$ cat src/rtl/axis_mux_n.sv
// N-input AXI4-Stream frame multiplexer: grant held for a whole frame, external-select or
// round-robin arbitration, output registered through a 2-entry skid buffer.
module axis_mux_n #(
  parameter int S_COUNT     = 4,
  parameter int DATA_WIDTH  = 8,
  parameter int KEEP_ENABLE = (DATA_WIDTH > 8),
  parameter int KEEP_WIDTH  = (DATA_WIDTH / 8),
  parameter int USER_ENABLE = 1,
  parameter int USER_WIDTH  = 1,
  parameter int ARB_MODE    = 0,
  parameter int SEL_WIDTH   = $clog2(S_COUNT)
) (
  input  logic                          clk,
  input  logic                          rst,
  input  logic [S_COUNT*DATA_WIDTH-1:0] input_axis_tdata,
  input  logic [S_COUNT*KEEP_WIDTH-1:0] input_axis_tkeep,
  input  logic [S_COUNT-1:0]            input_axis_tvalid,
  output logic [S_COUNT-1:0]            input_axis_tready,
  input  logic [S_COUNT-1:0]            input_axis_tlast,
  input  logic [S_COUNT*USER_WIDTH-1:0] input_axis_tuser,
  output logic [DATA_WIDTH-1:0]         output_axis_tdata,
  output logic [KEEP_WIDTH-1:0]         output_axis_tkeep,
  output logic                          output_axis_tvalid,
  input  logic                          output_axis_tready,
  output logic                          output_axis_tlast,
  output logic [USER_WIDTH-1:0]         output_axis_tuser,
  input  logic                          enable,
  input  logic [SEL_WIDTH-1:0]          select,
  output logic                          active,
  output logic [SEL_WIDTH-1:0]          grant
);

  typedef enum logic {IDLE, ACTIVE} state_t;

  state_t                 state_reg, state_next;
  logic [SEL_WIDTH-1:0]   grant_reg, grant_next;
  logic                   rr_started_reg, rr_started_next;

  logic                   ready_int_reg, ready_int_next;
  logic                   out_valid_reg, out_valid_next;
  logic                   temp_valid_reg, temp_valid_next;
  logic [DATA_WIDTH-1:0]  out_tdata_reg, temp_tdata_reg;
  logic [KEEP_WIDTH-1:0]  out_tkeep_reg, temp_tkeep_reg;
  logic                   out_tlast_reg, temp_tlast_reg;
  logic [USER_WIDTH-1:0]  out_tuser_reg, temp_tuser_reg;
  logic                   load_out_in, load_out_temp, load_temp;

  logic [DATA_WIDTH-1:0]  port_tdata [S_COUNT];
  logic [KEEP_WIDTH-1:0]  port_tkeep [S_COUNT];
  logic [USER_WIDTH-1:0]  port_tuser [S_COUNT];

  logic [DATA_WIDTH-1:0]  sel_tdata;
  logic [KEEP_WIDTH-1:0]  sel_tkeep;
  logic [USER_WIDTH-1:0]  sel_tuser;
  logic                   sel_tvalid, sel_tlast;
  logic                   accept;
  logic                   sel_req;
  logic                   rr_found;
  logic [SEL_WIDTH-1:0]   rr_pick;
  int                     rr_base, rr_idx;

  for (genvar gi = 0; gi < S_COUNT; gi++) begin : g_port
    assign port_tdata[gi] = input_axis_tdata[gi*DATA_WIDTH +: DATA_WIDTH];
    assign port_tkeep[gi] = (KEEP_ENABLE != 0) ? input_axis_tkeep[gi*KEEP_WIDTH +: KEEP_WIDTH] : '1;
    assign port_tuser[gi] = (USER_ENABLE != 0) ? input_axis_tuser[gi*USER_WIDTH +: USER_WIDTH] : '0;
  end

  always_comb begin
    sel_tdata  = '0;
    sel_tkeep  = '0;
    sel_tuser  = '0;
    sel_tvalid = 1'b0;
    sel_tlast  = 1'b0;
    sel_req    = 1'b0;
    for (int i = 0; i < S_COUNT; i++) begin
      if (grant_reg == SEL_WIDTH'(i)) begin
        sel_tdata  = port_tdata[i];
        sel_tkeep  = port_tkeep[i];
        sel_tuser  = port_tuser[i];
        sel_tvalid = input_axis_tvalid[i];
        sel_tlast  = input_axis_tlast[i];
      end
      // an out-of-range select never matches any port, so it can never grant
      if (select == SEL_WIDTH'(i) && input_axis_tvalid[i]) sel_req = 1'b1;
    end
  end

  // Round-robin scan: starts one past the last grant, or at port 0 until the first grant.
  always_comb begin
    rr_found = 1'b0;
    rr_pick  = '0;
    rr_idx   = 0;
    rr_base  = rr_started_reg ? int'(grant_reg) + 1 : 0;
    if (rr_base >= S_COUNT) rr_base = 0;
    for (int k = 0; k < S_COUNT; k++) begin
      rr_idx = rr_base + k;
      if (rr_idx >= S_COUNT) rr_idx = rr_idx - S_COUNT;
      if (!rr_found && input_axis_tvalid[rr_idx]) begin
        rr_found = 1'b1;
        rr_pick  = SEL_WIDTH'(rr_idx);
      end
    end
  end

  assign accept = (state_reg == ACTIVE) && ready_int_reg && sel_tvalid;

  always_ff @(posedge clk or negedge rst) begin
    if (!rst) begin
      state_reg      <= IDLE;
      grant_reg      <= '0;
      rr_started_reg <= 1'b0;
    end else begin
      state_reg      <= state_next;
      grant_reg      <= grant_next;
      rr_started_reg <= rr_started_next;
    end
  end

  always_comb begin
    state_next      = state_reg;
    grant_next      = grant_reg;
    rr_started_next = rr_started_reg;
    case (state_reg)
      IDLE: begin
        if (ARB_MODE == 0) begin
          if (enable && sel_req) begin
            grant_next = select;
            state_next = ACTIVE;
          end
        end else if (enable && rr_found) begin
          grant_next      = rr_pick;
          rr_started_next = 1'b1;
          state_next      = ACTIVE;
        end
      end
      ACTIVE: begin
        if (accept && sel_tlast) state_next = IDLE;
      end
      default: state_next = IDLE;
    endcase
  end

  always_comb begin
    input_axis_tready = '0;
    for (int i = 0; i < S_COUNT; i++)
      input_axis_tready[i] = (state_reg == ACTIVE) && (grant_reg == SEL_WIDTH'(i)) && ready_int_reg;
    active = (state_reg == ACTIVE);
  end

  assign grant = grant_reg;

  // Skid buffer: ready toward the inputs depends only on registered state.
  always_comb begin
    out_valid_next  = out_valid_reg;
    temp_valid_next = temp_valid_reg;
    load_out_in     = 1'b0;
    load_out_temp   = 1'b0;
    load_temp       = 1'b0;
    ready_int_next  = output_axis_tready || (!temp_valid_reg && (!out_valid_reg || !accept));
    if (ready_int_reg) begin
      if (output_axis_tready || !out_valid_reg) begin
        out_valid_next = accept;
        load_out_in    = accept;
      end else begin
        temp_valid_next = accept;
        load_temp       = accept;
      end
    end else if (output_axis_tready) begin
      out_valid_next  = temp_valid_reg;
      temp_valid_next = 1'b0;
      load_out_temp   = temp_valid_reg;
    end
  end

  always_ff @(posedge clk or negedge rst) begin
    if (!rst) begin
      ready_int_reg  <= 1'b0;
      out_valid_reg  <= 1'b0;
      temp_valid_reg <= 1'b0;
      out_tdata_reg  <= '0;
      out_tkeep_reg  <= '0;
      out_tlast_reg  <= 1'b0;
      out_tuser_reg  <= '0;
      temp_tdata_reg <= '0;
      temp_tkeep_reg <= '0;
      temp_tlast_reg <= 1'b0;
      temp_tuser_reg <= '0;
    end else begin
      ready_int_reg  <= ready_int_next;
      out_valid_reg  <= out_valid_next;
      temp_valid_reg <= temp_valid_next;
      if (load_out_in) begin
        out_tdata_reg <= sel_tdata;
        out_tkeep_reg <= sel_tkeep;
        out_tlast_reg <= sel_tlast;
        out_tuser_reg <= sel_tuser;
      end else if (load_out_temp) begin
        out_tdata_reg <= temp_tdata_reg;
        out_tkeep_reg <= temp_tkeep_reg;
        out_tlast_reg <= temp_tlast_reg;
        out_tuser_reg <= temp_tuser_reg;
      end
      if (load_temp) begin
        temp_tdata_reg <= sel_tdata;
        temp_tkeep_reg <= sel_tkeep;
        temp_tlast_reg <= sel_tlast;
        temp_tuser_reg <= sel_tuser;
      end
    end
  end

  assign output_axis_tdata  = out_tdata_reg;
  assign output_axis_tkeep  = (KEEP_ENABLE != 0) ? out_tkeep_reg : '1;
  assign output_axis_tvalid = out_valid_reg;
  assign output_axis_tlast  = out_tlast_reg;
  assign output_axis_tuser  = (USER_ENABLE != 0) ? out_tuser_reg : '0;

endmodule
$ cat config.mk
export PLATFORM = sky130hd
export DESIGN_NAME = axis_mux_n
export DESIGN_NICKNAME = d
export VERILOG_FILES = /design/src/rtl/axis_mux_n.sv
export SDC_FILE = /design/constraint.sdc
export NUM_CORES = 1
export LEC_CHECK = 0
export CORE_MARGIN = 10
export CORE_UTILIZATION = 37
export DETAILED_ROUTE_END_ITERATION = 12
export PLACE_DENSITY = 0.76
export SLEW_MARGIN = 0
export SYNTH_ARGS = -nofsm -noshare
export SYNTH_HDL_FRONTEND = slang
export SYNTH_SLANG_ARGS = --single-unit
$ cat constraint.sdc
create_clock -name clk -period 1.7 [get_ports clk]
set_input_delay 0.34 -clock clk [delete_from_list [all_inputs] [get_ports clk]]
set_output_delay 0.34 -clock clk [all_outputs]
set_load 0.01 [all_outputs]
==> run summary <==
## Clock tree
• **number of levels in the clock H-tree** 1
• **# hold bufs at CTS** 0
• **clock-pin transition on the worst setup and hold timing paths** 90 ps
• **clock latency on the worst-skew pair** 270 ps
• **CTS Sinks** 26
• **number of clock buffers inserted by TritonCTS** 3
• **Max Buffers Root-to-Sink** 2
• **Clock Tree Root** sky130_fd_sc_hd__clkbuf_8
• **clock tree from TritonCTS** yes

## Floorplanning
• **vertical die dimension** 85.6 microns
• **Boundary Pins** 73
• **floorplan die width** 85.6 microns
• **FP Rows** 23
• **Total Die Area** 7330 sq um
• **placeable core area** 4090 sq um
• **initial core utilization** 0.390

## Placement
• **placement-stage worst setup slack** -346 ps
• **half-perimeter wire length of the detailed placement result** 3.62 mm
• **post-detailed-placement cell area** 2360 sq um
• **routability congestion estimate** 0.765
• **number of I/O port buffers** 67

## Layout
• **leading cell types in the layout, fill and taps excluded** sky130_fd_sc_hd__clkdlybuf4s50_1 (57), sky130_fd_sc_hd__dfrtp_1 (25), sky130_fd_sc_hd__mux2_4 (20)
• **most common library cell in the layout ignoring fill and taps** sky130_fd_sc_hd__clkdlybuf4s50_1
• **fraction of final layout cells with drive strength greater than 1** 0.303
• **final net count** 240
• **final standard cell area without fillers** 2460 sq um
• **n_diodes** 0
• **utilization after layout** 0.603
• **synthesis-to-finish area growth** 54.6%

## Drt
• **antenna-violating nets left** 0
• **routed length per placed instance** 19.5 microns
• **drt first pass iters** 4
• **detailed-route vias per instance** 5.28
• **total number of vias** 1241
• **Post-route DRC** 0
• **final wirelength** 4.57 mm
• **DRC marker count from the first detailed-route iteration** 68

## Worst setup path
• **Critical Path AT** 1820 ps
• **Critical Path Slowest Stage Cell** sky130_fd_sc_hd__dfrtp_2
• **critical path class** reg2reg
• **worst path required time** 1860 ps
• **Critical path buffers and inverters** 0
• **type of element capturing the critical path** register
• **kind of cell with the highest combined delay on the critical path** multiplexers
• **CP cell instances** mux2i_2 > o22ai_4 > and3_4 > mux2_4
• **kind of start point of the critical path** register
• **Largest stage delay, worst path** 470 ps
• **Max FO, Critical Path** 5

## Synth
• **Post-Synthesis Net Count** 160
• **mean cell area of the mapped netlist** 15.0 sq um
• **synthesized flop and latch total** 26
• **warnings from Yosys** 0
• **Netlist Area Pre-Place** 1590 sq um
• **number of enable flip-flop cells after synthesis** 0
• **number of different library cells in the post-synthesis netlist** 26
• **fraction of synthesized cell area taken by the top area cell type** 0.408
• **dominant cells by area after synthesis** sky130_fd_sc_hd__dfrtp_1 (41%), sky130_fd_sc_hd__mux2_4 (18%), sky130_fd_sc_hd__mux4_2 (11%)
• **top_reg_cell synth** sky130_fd_sc_hd__dfrtp_1
• **sequential-to-total area share from yosys stat** 0.408
• **number of standard cells after synthesis** 106
• **async set or reset register ratio after synthesis** 1.00
• **largest area contributor in the netlist** sky130_fd_sc_hd__dfrtp_1

## STA
• **Clock Skew** 2.20 ps
• **Min Clock Period, post-route** 1660 ps
• **Pins Over Slew Limit** 0
• **final clock period utilization by the worst path** 0.978
• **final hold vios** 0
• **final count of negative-setup-slack endpoints** 0
• **setup repair after global routing missed its margin** yes
• **Worst Hold Margin** 424 ps
• **maximum frequency from static timing analysis** 601 MHz
• **Worst Slack Setup Final** 36.9 ps
• **sum of negative setup slack** 0 ps

## Global routing
• **GRT Overall Usage** 0.128
• **global-route wire length before repair** 7.69 mm
• **number of global-route vias before repair** 1542
• **overall overflow remaining after global route** 0
• **pin count of the biggest net entering global routing** 27
• **initial antenna violation count** 0

## Power
• **peak ir drop on the vdd network** 0.734 mV
• **Clk network pwr share** 0.109
• **Cell Int Power** 0.00249 W
• **Reg power frac** 0.307
• **switch share** 0.331
• **leakage dissipation** 1.10 nW
• **net switching power** 0.00123 W
• **pwr/cell area** 1510 nW/um^2
• **Comb pwr share** 0.584

## Run status
• **status** finished, final reports clean

## Hold path
• **Min-Delay Path Class** in2async

## Run
• **number of violations of the max-capacitance limit** 0

[metrics by stage]
| step | cells | total power [W] |
|---|---|---|
| 3_5_place_dp | 227 | 0.00325 |
| 2_1_floorplan | 106 | 0.00246 |
| 3_3_place_gp | 227 | 0.00315 |
| 4_1_cts | 235 | 0.00371 |
| 6_report | 235 | 0.00372 |
| 5_1_grt | 235 | 0.00398 |
[path summary, 6_finish.rpt]
kind / cells after the start / slack (ps) / startpoint / endpoint
max: 4 / 40 / grant[0]$_DFFE_PN0P_ / output_axis_tdata[2]$_DFFE_PN0P_
min: 2 / 420 / rst / output_axis_tdata[5]$_DFFE_PN0P_
max reg2reg: 4 / 40 / grant[0]$_DFFE_PN0P_ / output_axis_tdata[2]$_DFFE_PN0P_
min reg2reg: 1 / 520 / temp_tdata_reg[1]$_DFFE_PN0P_ / temp_tdata_reg[1]$_DFFE_PN0P_
max in group asynchronous: 2 / 1010 / rst / grant[0]$_DFFE_PN0P_
min in group clk: 3 / 470 / select[0] / grant[0]$_DFFE_PN0P_
[final cells by class]
class                      instances  area, sq um
timing repair buffer              81          779
clock buffer                       4         55.1
multi-input combinational         71          905
sequential                        26          652
inverter                           3         11.3
tap                               50         62.6
fill                             333         1620
[repair_timing]
action	CTS	global route
pin swaps	2	2
setup endpoints to repair	26	24
gates cloned	1	0
setup buffers	3	0
gates resized for setup	11	10
[power groups by stage]
| stage | Combinational [W] | Sequential (W) | Clock (W) |
|---|---|---|---|
| after detailed placement | 0.00209 | 0.00115 | 0 |
| final | 0.00217 | 0.00114 | 0.000405 |
| after global placement | 0.00203 | 0.00113 | 0 |
| after CTS | 0.00216 | 0.00114 | 0.000410 |
| after global routing | 0.00234 | 0.00119 | 0.000452 |
| after floorplan | 0.00130 | 0.00117 | 0 |
[cells by family after synthesis]
group                  after synthesis  share of synthesized area
flip-flops                          26                      0.408
multiplexers                        46                      0.456
AO/OA/AOI/OAI                        6                     0.0275
other                                1                    0.00235
buffers and inverters               10                     0.0463
AND/OR/NAND/NOR                     17                     0.0596
[metal layers]
layer  wire (microns)  global-route usage
met4               40              0.0329
met3              340              0.0501
met5                0                   0
met1             1670               0.127
met2             2530               0.240
[synth_stat cells (all sizes together) (2+ instances only)]
cell	number
nand2	4
buf	5
inv	3
nand3b	3
mux2i	4
and3	2
dfrtp	26
mux4	11
nand3	4
mux2	31
clkbuf	2
o21ai	2
nor2	4
Power figures use the tool's default switching activity.
